### src/rtl/irq_pkg.sv
// Shared definitions for the interrupt scheduler: default sizes, FSM encoding
// and the priority helper used for both candidate selection and eret retirement.
package irq_pkg;

  localparam int NIRQ_DEF     = 3;
  localparam int NBIT_IRQ_DEF = 2;

  typedef enum logic [1:0] {
    ST_ARM  = 2'd0,
    ST_IDLE = 2'd1,
    ST_REQ  = 2'd2,
    ST_GAP  = 2'd3
  } state_t;

  // Index of the lowest set bit (highest priority); 32 when the vector is empty.
  function automatic logic [5:0] lowest_set(input logic [31:0] vec);
    logic [5:0] idx;
    idx = 6'd32;
    for (int i = 31; i >= 0; i--) begin
      if (vec[i]) idx = 6'(i);
    end
    return idx;
  endfunction

endpackage

### src/rtl/irq_edge_sync.sv
// One interrupt line: three-flop synchroniser with a single-cycle rising-edge
// pulse taken from the two settled stages.
module irq_edge_sync (
  input  logic clk,
  input  logic rst,
  input  logic src,
  output logic rise
);

  logic s1_reg;
  logic s2_reg;
  logic s3_reg;

  always_ff @(posedge clk) begin
    if (rst) begin
      s1_reg <= 1'b0;
      s2_reg <= 1'b0;
      s3_reg <= 1'b0;
    end else begin
      s1_reg <= src;
      s2_reg <= s1_reg;
      s3_reg <= s2_reg;
    end
  end

  assign rise = s2_reg & ~s3_reg;

endmodule

### src/rtl/irq_sched_ctl.sv
// Interrupt scheduler: latches synchronised edges as pending requests, presents
// the highest-priority eligible one to ID and tracks nesting via in-service bits.
module irq_sched_ctl
  import irq_pkg::*;
#(
  parameter int NIRQ     = NIRQ_DEF,
  parameter int NBIT_IRQ = NBIT_IRQ_DEF
) (
  input  logic                clk,
  input  logic                rst,
  input  logic                en,
  input  logic [NIRQ-1:0]     irq_src,
  input  logic                ie,
  input  logic                irq_ack,
  input  logic                irq_eret,
  output logic                ivld,
  output logic [NBIT_IRQ-1:0] inum,
  output logic [NIRQ-1:0]     pend,
  output logic [NIRQ-1:0]     insvc,
  output logic                err
);

  logic [NIRQ-1:0]     rise_vec;
  logic [NIRQ-1:0]     pend_reg;
  logic [NIRQ-1:0]     pend_next;
  logic [NIRQ-1:0]     insvc_reg;
  logic [NIRQ-1:0]     insvc_next;
  logic [NIRQ-1:0]     ack_hit;
  logic [NIRQ-1:0]     elig;
  state_t              state_reg;
  logic [1:0]          arm_cnt_reg;
  logic                ivld_reg;
  logic                err_reg;
  logic [NBIT_IRQ-1:0] inum_reg;
  logic [5:0]          top_idx;
  logic [5:0]          cand_idx;
  logic                cand_vld;
  logic                ack_ok;
  logic                ack_bad;
  logic                eret_ok;
  logic                eret_bad;

  genvar gi;
  generate
    for (gi = 0; gi < NIRQ; gi++) begin : g_src
      irq_edge_sync u_sync (
        .clk  (clk),
        .rst  (rst),
        .src  (irq_src[gi]),
        .rise (rise_vec[gi])
      );
      assign ack_hit[gi] = ack_ok && (inum_reg == NBIT_IRQ'(gi));
      // Only sources strictly above the current in-service level may nest.
      assign elig[gi]    = pend_reg[gi] && (6'(gi) < top_idx);
    end
  endgenerate

  assign top_idx  = lowest_set(32'(insvc_reg));
  assign cand_idx = lowest_set(32'(elig));
  assign cand_vld = (cand_idx != 6'd32);

  assign ack_ok   = en && irq_ack && (state_reg == ST_REQ);
  assign ack_bad  = irq_ack && (state_reg != ST_REQ);
  assign eret_ok  = en && irq_eret && (insvc_reg != '0);
  assign eret_bad = en && irq_eret && (insvc_reg == '0);

  // Edge set is ORed after the ack clear so a coincident new edge survives.
  assign pend_next  = (pend_reg & ~ack_hit) | (rise_vec & {NIRQ{state_reg != ST_ARM}});
  assign insvc_next = (eret_ok ? (insvc_reg & (insvc_reg - NIRQ'(1))) : insvc_reg) | ack_hit;

  always_ff @(posedge clk) begin
    if (rst) begin
      state_reg   <= ST_ARM;
      arm_cnt_reg <= 2'd0;
      ivld_reg    <= 1'b0;
      inum_reg    <= '0;
      pend_reg    <= '0;
      insvc_reg   <= '0;
      err_reg     <= 1'b0;
    end else begin
      err_reg  <= err_reg | ack_bad | eret_bad;
      pend_reg <= pend_next;
      if (en) begin
        insvc_reg <= insvc_next;
        case (state_reg)
          ST_ARM: begin
            if (arm_cnt_reg == 2'd2) state_reg <= ST_IDLE;
            else                     arm_cnt_reg <= arm_cnt_reg + 2'd1;
          end
          ST_IDLE: begin
            if (ie && cand_vld) begin
              state_reg <= ST_REQ;
              inum_reg  <= cand_idx[NBIT_IRQ-1:0];
              ivld_reg  <= 1'b1;
            end
          end
          ST_REQ: begin
            if (irq_ack) begin
              state_reg <= ST_GAP;
              ivld_reg  <= 1'b0;
            end else if (!ie) begin
              state_reg <= ST_IDLE;
              ivld_reg  <= 1'b0;
            end
          end
          default: begin
            state_reg <= ST_IDLE;
            ivld_reg  <= 1'b0;
          end
        endcase
      end
    end
  end

  assign ivld  = ivld_reg;
  assign inum  = inum_reg;
  assign pend  = pend_reg;
  assign insvc = insvc_reg;
  assign err   = err_reg;

endmodule

### config.mk
export PLATFORM = sky130hd
export DESIGN_NAME = irq_sched_ctl
export DESIGN_NICKNAME = d
export VERILOG_FILES = /design/src/rtl/irq_pkg.sv /design/src/rtl/irq_edge_sync.sv /design/src/rtl/irq_sched_ctl.sv
export SDC_FILE = /design/constraint.sdc
export NUM_CORES = 1
export LEC_CHECK = 0
export ABC_CLOCK_PERIOD_IN_PS = 1400
export CORE_MARGIN = 8
export CORE_UTILIZATION = 30
export DETAILED_ROUTE_END_ITERATION = 10
export PLACE_DENSITY = 0.59
export SYNTH_ARGS = -nofsm -noshare
export SYNTH_HDL_FRONTEND = slang
export SYNTH_SLANG_ARGS = --single-unit
### constraint.sdc
create_clock -name clk -period 1.4 [get_ports clk]
set_input_delay 0.42 -clock clk [delete_from_list [all_inputs] [get_ports clk]]
set_output_delay 0.42 -clock clk [all_outputs]
set_load 0.05 [all_outputs]
[Yosys cells after proc, flatten, opt, wreduce, memory -nomap -nowiden]
Cells that the tools add are included.
Storage, ports and cells
  register bits after elaboration: 23
  input port bits: 9
  output and inout bits: 10
  word-level logic and storage cells: 85
Operators by class
  add/subtract/negate cells: 2
  magnitude comparators: 3
  equality and inequality tests: 10
  multiplexer cells: 16
  bitwise gates (word level): 16
  reduce and logical (&&, ||, !) cells: 22
Operator list (number)
  $mux W6: 6
  $logic_and A1 B1 Y1: 13
  $lt A1 B6 Y1 const A: 2
  $and A3 B3 Y3: 3
  $mux W2: 4
  $reduce_and A4 Y1: 2
  $eq A2 B2 Y1 const B: 3
  $lt A2 B6 Y1 const A: 1
  $ne A2 B2 Y1 const B: 3
  $ne A6 B6 Y1 const B: 1
  $or A3 B3 Y3: 2
  $pmux W2 S3: 1
  $reduce_and A3 Y1: 2
  $not A1 Y1: 5
  $eq A2 B1 Y1 const B: 2
  $logic_not A2 Y1: 2
  $and A1 B1 Y1: 3
  $logic_not A3 Y1: 1
  $mux W1: 3
  $mux W3: 1
  $ne A3 B3 Y1 const B: 1
  $not A3 Y3: 1
  $pmux W1 S3: 1
  $reduce_bool A3 Y1: 1
  other kinds (4): 5

[Depth between registers and ports, before layout]
Gate-level depths: netlist of the first run.
  word-level depth: 12
  mapped depth: 7
  depth with buffers taken out: 6

[Modules after synthesis]
From an unflattened synthesis of the first run, not the netlist that was laid out.
Second synthesis, totals
  cells, all modules: 108
  area, all modules: 1019.7 sq um
Modules (own cells, without submodules)
  irq_sched_ctl: times used 1, cells an instance 87, area an instance 757.0 sq um, seq. area each 280.3 sq um
  irq_edge_sync: times used 3, cells an instance 7, area an instance 87.6 sq um, seq. area each 60.1 sq um

[Least setup slack after synthesis of the first run]
Ideal clock, no wire load.
  path type: reg-to-reg
  start point: register pend_reg[2], in the netlist pend[2]
  end point: register inum_reg[1], in the netlist inum[1]
  setup time: 0.101 ns
  arrival time: 1.722 ns
  setup slack: -0.423 ns
  stages on the path, launching flop included: 5
  cell sequence: dfxtp_1 > nor2b_1 > o211ai_2 > or4_4 > o41ai_1
On the way
  word-level cells in the longest chain between the ends: 7
RTL lines
  from (decl): line irq_sched_ctl.sv:24  | logic [NIRQ-1:0] pend_reg;
  from (signal assigned): line irq_sched_ctl.sv:82  | pend_reg <= pend_next;
  $logic_and A1 B1 Y1 (*): line irq_sched_ctl.sv:54  | assign elig[gi] = pend_reg[gi] && (6'(gi) < top_idx);
  $mux W6 (*) (3 in a row): line irq_pkg.sv:20  | if (vec[i]) idx = 6'(i);
  $ne A6 B6 Y1: line irq_sched_ctl.sv:60  | assign cand_vld = (cand_idx != 6'd32);
  $logic_and A1 B1 Y1: line irq_sched_ctl.sv:91  | if (ie && cand_vld) begin
  $reduce_and A3 Y1 (no line)
  to (signal assigned): line irq_sched_ctl.sv:93  | inum_reg <= cand_idx[NBIT_IRQ-1:0];
  to (decl): line irq_sched_ctl.sv:34  | logic [NBIT_IRQ-1:0] inum_reg;
Mark *: on every way between the ends. The rest lies on a longest branch, timed or not.
A chain may end at the register's enable or synchronous reset.

[Worst setup path in the final report of the first run]
  start point: register state_reg[0]
  end point: register inum_reg[1], in the netlist inum[1]
On the way
  word-level cells in the longest chain between the ends: 2
RTL lines
  from (decl): line irq_sched_ctl.sv:30  | state_t state_reg;
  from (signal assigned): line irq_sched_ctl.sv:73  | state_reg <= ST_ARM;
  from (signal assigned): line irq_sched_ctl.sv:87  | if (arm_cnt_reg == 2'd2) state_reg <= ST_IDLE;
  from (signal assigned): line irq_sched_ctl.sv:92  | state_reg <= ST_REQ;
  $eq A2 B1 Y1: line irq_sched_ctl.sv:85  | case (state_reg)
  $reduce_and A3 Y1 (no line)
Every way passes these cells.

==> results of run 1 <==
-- synth_stat cells, types with 2 or more instances --
cell	instances	area, um2
sky130_fd_sc_hd__dfxtp_1	23	460.4
sky130_fd_sc_hd__nand3b_1	4	30.03
sky130_fd_sc_hd__nand4_1	2	12.51
sky130_fd_sc_hd__nor3b_1	2	15.01
sky130_fd_sc_hd__nand3_1	3	15.01
sky130_fd_sc_hd__ha_1	5	62.56
sky130_fd_sc_hd__clkbuf_1	2	7.510
sky130_fd_sc_hd__nor2b_1	12	75.07
sky130_fd_sc_hd__a21oi_1	10	50.05
sky130_fd_sc_hd__inv_1	9	33.78
sky130_fd_sc_hd__a311oi_1	2	17.52
sky130_fd_sc_hd__nor2_1	6	22.52
sky130_fd_sc_hd__nand2_1	7	26.28
-- routing by layer --
layer	track usage [%]	part of all wire (%)	vias up
met2	19.24	53	16
met5	0	0	-
met3	2.830	3.8	8
met1	10.80	41	443
li1	-	-	473
met4	4.213	2.6	0
-- cell families after synthesis --
family          Yosys count  share of synthesized area [%]
simple gates             42                          24.04
compound gates           24                          17.10
flops                    23                          45.60
buf+inv                  13                          6.196
fa+ha+maj                 5                          6.196
xor+xnor                  1                         0.8676
-- how the worst max path moves through the flow --
stage / cells past startpoint / slack [ns] / to
floorplan: 4 / -0.10 / inum[1]
global placement: 4 / -0.45 / inum[1]
detailed placement: 4 / -0.50 / inum[1]
CTS: 6 / -0.10 / state_reg[0]
global route: 6 / -0.16 / state_reg[0]
finish: 5 / -0.11 / inum[1]
-- timing repair --
action / CTS / global route
setup endpoints to repair: 8 / 12
setup buffers: 1 / 6
pin swaps: 4 / 14
gates resized for setup: 16 / 19
-- power groups by stage --
stage / Combinational, mW / Clock (mW) / Sequential [mW]
after floorplan: 0.153 / 0 / 0.732
after global placement: 0.306 / 0 / 0.717
after detailed placement: 0.319 / 0 / 0.719
after CTS: 0.342 / 0.309 / 0.703
after global routing: 0.392 / 0.344 / 0.705
final: 0.359 / 0.301 / 0.701
-- worst reg2reg max path, stage by stage (launching register included) --
cell,delay (ns)
sky130_fd_sc_hd__dfxtp_2,0.38
sky130_fd_sc_hd__buf_6,0.11
sky130_fd_sc_hd__ha_4,0.13
sky130_fd_sc_hd__nand3_2,0.06
sky130_fd_sc_hd__or4_4,0.52
sky130_fd_sc_hd__o41ai_4,0.22
-- cell usage in the layout, fill, tap and decap left out, types with 2 or more instances in the layout --
cell type                         synthesis  final
sky130_fd_sc_hd__buf_4                    0     19
sky130_fd_sc_hd__dfxtp_1                 23     13
sky130_fd_sc_hd__buf_12                   0     10
sky130_fd_sc_hd__nor2b_1                 12      9
sky130_fd_sc_hd__buf_6                    1      9
sky130_fd_sc_hd__a21oi_1                 10      8
sky130_fd_sc_hd__inv_1                    9      7
sky130_fd_sc_hd__nor2_1                   6      6
sky130_fd_sc_hd__nand2_1                  7      6
sky130_fd_sc_hd__dfxtp_2                  0      6
sky130_fd_sc_hd__nand3b_1                 4      4
sky130_fd_sc_hd__dlygate4sd2_1            0      4
sky130_fd_sc_hd__clkdlybuf4s50_1          0      4
sky130_fd_sc_hd__dfxtp_4                  0      4
sky130_fd_sc_hd__nor2b_4                  0      3
sky130_fd_sc_hd__ha_4                     0      3
sky130_fd_sc_hd__clkbuf_4                 0      3
sky130_fd_sc_hd__inv_4                    0      2
sky130_fd_sc_hd__nand4_1                  2      2
sky130_fd_sc_hd__nor3b_1                  2      2
sky130_fd_sc_hd__nand3_2                  0      2
sky130_fd_sc_hd__a21oi_2                  0      2
sky130_fd_sc_hd__ha_1                     5      2
-- final cells by class --
cell class                      instances  share of cell area [%]
Multi-Input combinational cell         72                   35.90
Timing Repair Buffer                   46                   29.56
Sequential cell                        23                   27.49
Tap cell                               46                   3.276
Inverter                                9                   2.208
Clock buffer                            3                   1.282
Clock inverter                          1                  0.2849
-- metrics by stage --
stage	total power, mW	utilization (%)	worst slack [ns]	TNS [ns]	hold WS (ns)
global route	1.441	53.49	-0.1602	-0.6342	0.4727
finish	1.360	53.49	-0.1052	-0.2941	0.4513
detailed placement	1.037	46.93	-0.4985	-4.664	0.4204
floorplan	0.8849	-	-0.1007	-0.1374	0.4138
global placement	1.023	46.93	-0.4474	-4.262	0.4175
CTS	1.354	49.79	-0.1013	-0.2710	0.4510
==> impl_results.md, run 1 <==
- Status: finished, violations left
- Post-synth ARST share: 0%
- Hold Startpoint: g_src[0].u_sync.s1_reg
- Max-slew violations: 0
- Reg power frac: 51.5%
- Post-Synthesis Mean Instance Area: 9.349 um2
- Switching power as a share of total power: 27.70%
- Number of core rows: 21
- Number of cells after detailed placement: 189
- Clock root cell: sky130_fd_sc_hd__clkbuf_4
- Worst Path Arrival: 1.71 ns
- Worst R2R Path Depth: 5
- CORE AREA: 3284 um2
- DR WL/cell: 14.38 um
- Die Footprint: 5478 um2
- Clock tree from TritonCTS: built
- Endpoint class of the critical path: register
- Prevailing post-synth register cell: sky130_fd_sc_hd__dfxtp_1
- TritonCTS Buffers: 3
- First-pass iteration count of the detailed router: 4
- Critical Path Source Type: register
- Max rail drop VDD: 0.5878 mV
- Reg2reg end: inum[1]
- Internal power component: 983.3 uW
- Net switching power figure: 376.7 uW
- Final global-route overflow total: 0
- Pin slew with the least headroom to its limit: 0.3136 ns
- Worst-Skew Late Latency: 0.30 ns
- Achievable clock frequency: 664.3 MHz
- Synth-to-layout area growth: 73.98%
- Count of placed standard cells in the final layout, fillers left out: 200
- Maximum buffer depth of the clock tree: 2
- Horizontal extent of the die: 74.02 um
- Post-Syn Nets: 122
- Number of antenna violations at the first check in global routing: 0
- Area of combinational cells with multiple inputs: 630.6 um2
- CP delay by family, top: simple AND/OR/NAND/NOR gates
- Hold Buf Count CTS: 0
- Number of maximum-capacitance constraint violations: 0
- Critical register-to-register path startpoint: state_reg[0]
- Crit path buf inv count: 1
- Global-route usage over all layers: 10.43%
- Combinational share of power: 26.4%
- Ratio of total power to cell area: 774.2 nW/um2
- Count of unresolved DRC violations after routing: 0
- End point of the most critical hold path: g_src[0].u_sync.s2_reg
- Cell area after synthesis: 1010 um2
- Detail Placement HPWL: 2.063 mm
- Clock group share of total power: 22.1%
- Cell Area, Placed: 1541 um2
- Final routed wirelength across all metal layers: 2.875 mm
- Slew margin rel.: 79.09%
- Boundary Pins: 19
- Post-synthesis sequential area ratio: 45.60%
- Total inserted antenna cells: 0
- Number of cells traversed by the worst hold path: 1
- Clock sink count: 23
- Post-route fraction of the period consumed by the critical path: 107.5%
- Input/output buffers: 18
- Layout cells sized above 1: 50.65%
- Sequential cell area: 483.0 um2
- Count of different cell masters after synthesis: 34
- Post-synthesis register bit count: 23
- Initial core utilization: 30.74%
- Number of enable flip-flop cells after synthesis: 0
- Violated checks: negative setup slack
- Vias per Instance: 4.700
- Time the worst path needs with I/O delays and setup: 1.505 ns
- Post-Syn Instances: 108
- Setup crit start: state_reg[0]
- Delay of the slowest cell on the worst path: 0.52 ns
- Register-to-register setup slack: -0.11 ns
- CP max FO: 2
- Warnings from Yosys: 0
- Critical Path RT: 1.61 ns
- Worst hold path class: reg -> reg
- Clock transition at the register clock pins on the worst setup and hold paths after CTS: 0.13 ns
- Wire length of the first global-routing pass: 4.402 mm
- Setup Crit Path Kind: reg -> reg
- Post-route standard cell area excluding fillers: 1757 um2
- Clock tree skew after final layout: 0.003524 ns
- RSZ-0062 raised after global routing: true
- Total leakage power: 0.6846 nW
- Final layout net count: 169
- Drt initial violations: 59
- Pin count of the biggest net entering global routing: 14
- Crit path setup slack, layout: -0.1052 ns
- Count of final hold-check violations: 0
- Gpl congestion: 0.8880
- H-tree depth: 1
- Cells traversed along the worst timing path: buf_6 -> ha_4 -> nand3_2 -> or4_4 -> o41ai_4
- Fillers: 318
- Critical-path top delay cell: sky130_fd_sc_hd__or4_4
- Total of endpoints with negative setup slack in the final report: 5
- Die H: 74.02 um
- Vias in the first global route: 959
- Number of vias in the routed layout: 940
- Count of antenna-violating nets left after detailed routing: 0
Note: power is estimated with default switching activity, not from simulation.
==> run 2: changes to the inputs <==
Settings changed: ABC_CLOCK_PERIOD_IN_PS 1400 to 1700, CORE_ASPECT_RATIO set to 1.4, PLACE_DENSITY 0.59 to 0.57, SKIP_CTS_REPAIR_TIMING set to 1.
Clock period 1.4 ns to 1.7 ns, I/O delays scaled along.
==> run 2 against run 1 <==
Against the previous run:
- the run now ends clean
- cell count fell by 8.5%
- sequential cell count unchanged
- clock skew rose by 0.00063 ns
- combinational power shrank 37%
- largest power group unchanged
==> impl_results.md, run 2 (synthesis results as in run 1) <==
- Max rail drop VDD: 0.4735 mV (-19%)
- Vias in the first global route: 978 (+2.0%)
- Gpl congestion: 0.7892 (-11%)
- Total inserted antenna cells: 0 (unchanged)
- Fillers: 332 (+4.4%)
- H-tree depth: 1 (unchanged)
- Clock tree from TritonCTS: built
- TritonCTS Buffers: 3 (unchanged)
- CP delay by family, top: simple AND/OR/NAND/NOR gates
- First-pass iteration count of the detailed router: 2 (-2)
- Layout cells sized above 1: 30.07% (-21 points)
- RSZ-0062 raised after global routing: true
- Boundary Pins: 19 (unchanged)
- Status: finished, final reports clean
- Worst-Skew Late Latency: 0.26 ns (-0.04 ns)
- Setup Crit Path Kind: in -> reg
- Number of core rows: 25 (+19%)
- Post-route fraction of the period consumed by the critical path: 96.79%
- Count of unresolved DRC violations after routing: 0 (unchanged)
- CORE AREA: 3284 um2 (unchanged)
- Number of cells traversed by the worst hold path: 1 (unchanged)
- Pin slew with the least headroom to its limit: 0.2779 ns (-0.03571 ns)
- Ratio of total power to cell area: 753.9 nW/um2 (-2.6%)
- Commonest non-fill, non-tap cells in the layout: 20 x sky130_fd_sc_hd__dfxtp_1, 16 x sky130_fd_sc_hd__buf_4, 11 x sky130_fd_sc_hd__nor2b_1, 10 x sky130_fd_sc_hd__a21oi_1, 10 x sky130_fd_sc_hd__buf_12
- Number of antenna violations at the first check in global routing: 0 (unchanged)
- Final routed wirelength across all metal layers: 2.425 mm (-16%)
- DR WL/cell: 13.25 um (-7.8%)
- Final global-route overflow total: 0 (unchanged)
- Maximum buffer depth of the clock tree: 2 (unchanged)
- Hold Startpoint: g_src[1].u_sync.s1_reg
- Total of endpoints with negative setup slack in the final report: 0 (-5)
- Global-route usage over all layers: 9.608% (-0.82 points)
- Number of vias in the routed layout: 884 (-6.0%)
- Critical register-to-register path startpoint: state_reg[1]
- Initial core utilization: 30.74% (unchanged)
- Most common cell after layout, fill and taps aside: sky130_fd_sc_hd__dfxtp_1
- Count of final hold-check violations: 0 (unchanged)
- Finished Core Util: 46.17% (-7.3 points)
- Setup crit start: rst
- Number of maximum-capacitance constraint violations: 0 (unchanged)
- Clock transition at the register clock pins on the worst setup and hold paths after CTS: 0.08 ns (-0.05 ns)
- Delay of the slowest cell on the worst path: 0.54 ns (+0.02 ns)
- Vias per Instance: 4.831 (+2.8%)
- Critical-path top delay cell: sky130_fd_sc_hd__or4_4
- Cell Area, Placed: 1426 um2 (-7.5%)
- Drt initial violations: 22 (-63%)
- Horizontal extent of the die: 65.03 um (-12%)
- Clock root cell: sky130_fd_sc_hd__clkbuf_8
- Cells traversed along the worst timing path: clkdlybuf4s50_1 -> or4_4 -> o41ai_2
- Reg2reg end: inum[1]
- Clock sink count: 23 (unchanged)
- Worst Path Arrival: 1.81 ns (+0.10 ns)
- Slew margin rel.: 81.45% (+2.4 points)
- Critical Path RT: 1.87 ns (+0.26 ns)
- Crit path buf inv count: 1 (unchanged)
- Clock tree skew after final layout: 0.004153 ns (+0.0006292 ns)
- Count of antenna-violating nets left after detailed routing: 0 (unchanged)
- Input/output buffers: 18 (unchanged)
- Pin count of the biggest net entering global routing: 13 (-1)
- End point of the most critical hold path: g_src[1].u_sync.s2_reg
- Wire length of the first global-routing pass: 4.209 mm (-4.4%)
- Detail Placement HPWL: 1.876 mm (-9.0%)
- Post-route standard cell area excluding fillers: 1516 um2 (-14%)
- Register-to-register setup slack: 0.09 ns (+0.20 ns)
- Worst hold path class: reg -> reg
- Die Footprint: 5504 um2 (+0.48%)
- Die H: 84.65 um (+14%)
- Final layout net count: 158 (-6.5%)
- Max-slew violations: 0 (unchanged)
- Achievable clock frequency: 607.7 MHz
- Worst R2R Path Depth: 5 (unchanged)
- Endpoint class of the critical path: register
- Synth-to-layout area growth: 50.19%
- Summed negative setup slack over all endpoints: 0 ns (+0.2941 ns)
- CP max FO: 2 (unchanged)
- Total leakage power: 0.6113 nW (-11%)
- Critical Path Source Type: input port
- Time the worst path needs with I/O delays and setup: 1.646 ns
[run 2: changes by cell type in the layout (fill, tap and decap cells not counted), sizes merged]
cell           change
clkinv             -1
dlymetal6s2s       +3
dlygate4sd2        -4
buf               -11
clkbuf             +1
clkdlybuf4s50      +1
[run 2: metal layers]
metal / track usage, % / share of wire, %
met1: 10.19 / 42
met2: 16.24 / 51
met3: 3.063 / 4.4
met4: 5.179 / 2.9
met5: 0 / 0
[run 2: worst max path at each step]
stage               endpoint  slack [ns]  cells after the start
finish               inum[1]        0.05                      3
global route         inum[1]       -0.04                      5
CTS                  inum[1]       -0.05                      5
detailed placement   inum[1]       -0.34                      5
global placement     pend[0]       -0.27                      5
floorplan            inum[1]        0.03                      4
[run 2: cell type report]
type / instances / area, um2 / share of cell area, %
Clock buffer: 4 / 45.04 / 2.970
Sequential cell: 23 / 464.2 / 30.61
Tap cell: 40 / 50.05 / 3.300
Timing Repair Buffer: 35 / 419.2 / 27.64
Inverter: 9 / 33.78 / 2.228
Multi-Input combinational cell: 72 / 504.2 / 33.25
[run 2: metrics by stage]
| step | total power, mW | setup WS, ns | hold slack (ns) | instances |
|---|---|---|---|---|
| 3_5_place_dp | 0.8151 | -0.3402 | 0.4369 | 177 |
| 3_3_place_gp | 0.8108 | -0.2671 | 0.4179 | 177 |
| 2_1_floorplan | 0.7192 | 0.03454 | 0.4138 | 108 |
| 5_1_grt | 1.203 | -0.04065 | 0.4768 | 183 |
| 4_1_cts | 1.153 | -0.04919 | 0.4558 | 181 |
| 6_report | 1.143 | 0.05449 | 0.4405 | 183 |
[run 2: where the power goes]
| part | leakage (nW) | internal, mW | switching, mW |
|---|---|---|---|
| sequential | 0.189 | 0.567 | 0.0151 |
| clock | 0.0228 | 0.167 | 0.167 |
| combinational | 0.399 | 0.119 | 0.109 |
| total | 0.611 | 0.853 | 0.291 |
==> run 3: changes to the inputs <==
Settings changed: SKIP_CTS_REPAIR_TIMING 1 to not set.
==> run 3 against run 2 <==
Against the previous run:
- clock power barely moved
- first-iteration DRC count did not move
- die area did not move
- setup slack improved by 0.042 ns
- via count rose by 1.4%
- wire length rose by 4.0%
- fmax rose by 2.6%
- largest power group unchanged
==> impl_results.md, run 3 (synthesis results as in run 1) <==
- Maximum buffer depth of the clock tree: 2 (unchanged)
- Worst hold path class: reg -> reg
- Number of core rows: 25 (unchanged)
- Vias per Instance: 4.896 (+1.4%)
- Achievable clock frequency: 623.8 MHz (+2.6%)
- Number of antenna violations at the first check in global routing: 0 (unchanged)
- Max-slew violations: 0 (unchanged)
- Slew margin rel.: 80.54% (-0.90 points)
- Summed negative setup slack over all endpoints: 0 ns (unchanged)
- CORE AREA: 3284 um2 (unchanged)
- Clock tree skew after final layout: 0.002715 ns (-0.001438 ns)
- First-pass iteration count of the detailed router: 4 (+2)
- Time the worst path needs with I/O delays and setup: 1.603 ns (-0.04242 ns)
- Critical Path Source Type: input port
- Initial core utilization: 30.74% (unchanged)
- Ratio of total power to cell area: 747.1 nW/um2 (-0.90%)
- Total of endpoints with negative setup slack in the final report: 0 (unchanged)
- Drt initial violations: 22 (unchanged)
- Count of final hold-check violations: 0 (unchanged)
- Global-route usage over all layers: 9.688% (+0.080 points)
- Pin slew with the least headroom to its limit: 0.2915 ns (+0.01355 ns)
- Total inserted antenna cells: 0 (unchanged)
- Critical-path top delay cell: sky130_fd_sc_hd__clkdlybuf4s50_1
- Count of antenna-violating nets left after detailed routing: 0 (unchanged)
- Worst-Skew Late Latency: 0.26 ns (about the same)
- Post-route fraction of the period consumed by the critical path: 94.30% (-2.5 points)
- CP delay by family, top: buffers and inverters
- Horizontal extent of the die: 65.03 um (unchanged)
- Clock transition at the register clock pins on the worst setup and hold paths after CTS: 0.08 ns (about the same)
- Boundary Pins: 19 (unchanged)
- H-tree depth: 1 (unchanged)
- DR WL/cell: 13.78 um (+4.0%)
- Worst Path Arrival: 1.74 ns (-0.07 ns)
- Setup Crit Path Kind: in -> reg
- Layout cells sized above 1: 30.07% (unchanged)
- Die H: 84.65 um (unchanged)
- CP max FO: 4 (+2)
- Most common cell after layout, fill and taps aside: sky130_fd_sc_hd__dfxtp_1
- Pin count of the biggest net entering global routing: 13 (unchanged)
- Finished Core Util: 46.59% (+0.42 points)
- Detail Placement HPWL: 1.876 mm (unchanged)
- Hold Buf Count CTS: 0
- Endpoint class of the critical path: register
- Number of maximum-capacitance constraint violations: 0 (unchanged)
- TritonCTS Buffers: 3 (unchanged)
- Cells traversed along the worst timing path: clkdlybuf4s50_1 -> buf_4 -> inv_1 -> and3_1 -> a32oi_2 -> o41ai_4
- Final layout net count: 158 (unchanged)
- Clock root cell: sky130_fd_sc_hd__clkbuf_8
- Final routed wirelength across all metal layers: 2.522 mm (+4.0%)
- Gpl congestion: 0.7892 (unchanged)
- Input/output buffers: 18 (unchanged)
- Clock tree from TritonCTS: built
- Die Footprint: 5504 um2 (unchanged)
- Commonest non-fill, non-tap cells in the layout: 20 x sky130_fd_sc_hd__dfxtp_1, 15 x sky130_fd_sc_hd__buf_4, 11 x sky130_fd_sc_hd__nor2b_1, 10 x sky130_fd_sc_hd__a21oi_1, 10 x sky130_fd_sc_hd__buf_12
- Wire length of the first global-routing pass: 4.229 mm (+0.48%)
- RSZ-0062 raised after global routing: false
- Crit path buf inv count: 3 (+2)
- Max rail drop VDD: 0.4800 mV (+1.4%)
- Number of vias in the routed layout: 896 (+1.4%)
- Critical Path RT: 1.84 ns (-0.03 ns)
- Clock sink count: 23 (unchanged)
- Count of unresolved DRC violations after routing: 0 (unchanged)
- Delay of the slowest cell on the worst path: 0.51 ns (-0.03 ns)
- Fillers: 329 (-0.90%)
- Total leakage power: 0.6112 nW (about the same)
- Synth-to-layout area growth: 51.55%
- Final global-route overflow total: 0 (unchanged)
- Status: finished, final reports clean
- Vias in the first global route: 978 (unchanged)
[run 3: area by class of cell]
class | instances | area [um2] | share of cell area [%]
clock buffers | 4 | 45.04 | 2.944
inverters | 9 | 33.78 | 2.208
flip-flops and latches | 23 | 464.2 | 30.34
repair buffers | 35 | 416.7 | 27.23
multi-input cells | 72 | 520.5 | 34.01
well taps | 40 | 50.05 | 3.271
[run 3: worst paths after layout]
check	start	endpoint	slack, ns	depth (start not counted)
setup / recovery	rst	inum[1]	0.1	6
hold / removal	g_src[1].u_sync.s1_reg	g_src[1].u_sync.s2_reg	0.44	1
setup reg to reg	state_reg[1]	inum[1]	0.13	5
hold reg to reg	g_src[1].u_sync.s1_reg	g_src[1].u_sync.s2_reg	0.44	1
[run 3: report_power, final]
part / switching, mW / total, mW / internal [mW]
sequential: 0.0153 / 0.582 / 0.567
combinational: 0.111 / 0.227 / 0.116
clock: 0.167 / 0.334 / 0.167
total: 0.293 / 1.14 / 0.850
[run 3: through the flow]
stage	std cells	worst slack (ns)	cell area, um2	hold WS [ns]	power [mW]
after floorplan	108	0.03454	1012	0.4138	0.7192
after global placement	177	-0.2671	1426	0.4179	0.8108
after detailed placement	177	-0.3402	1426	0.4369	0.8151
after CTS	181	0.0001155	1481	0.4558	1.154
after global routing	183	0.005991	1530	0.4768	1.203
final	183	0.09691	1530	0.4424	1.143
[run 3: timing repair]
action | in CTS | in global routing
pin swaps | 0 | 1
buffers inserted | 0 | 1
cloned | 0 | 1
endpoints found under the setup margin | 2 | 3
gates resized for setup | 2 | 8
[run 3: layer usage]
layer	vias to the layer above	wire [um]	global-route usage, %
li1	448	-	-
met3	6	106	3.063
met5	-	0	0
met4	0	71	5.179
met1	428	1063	10.50
met2	14	1281	16.15
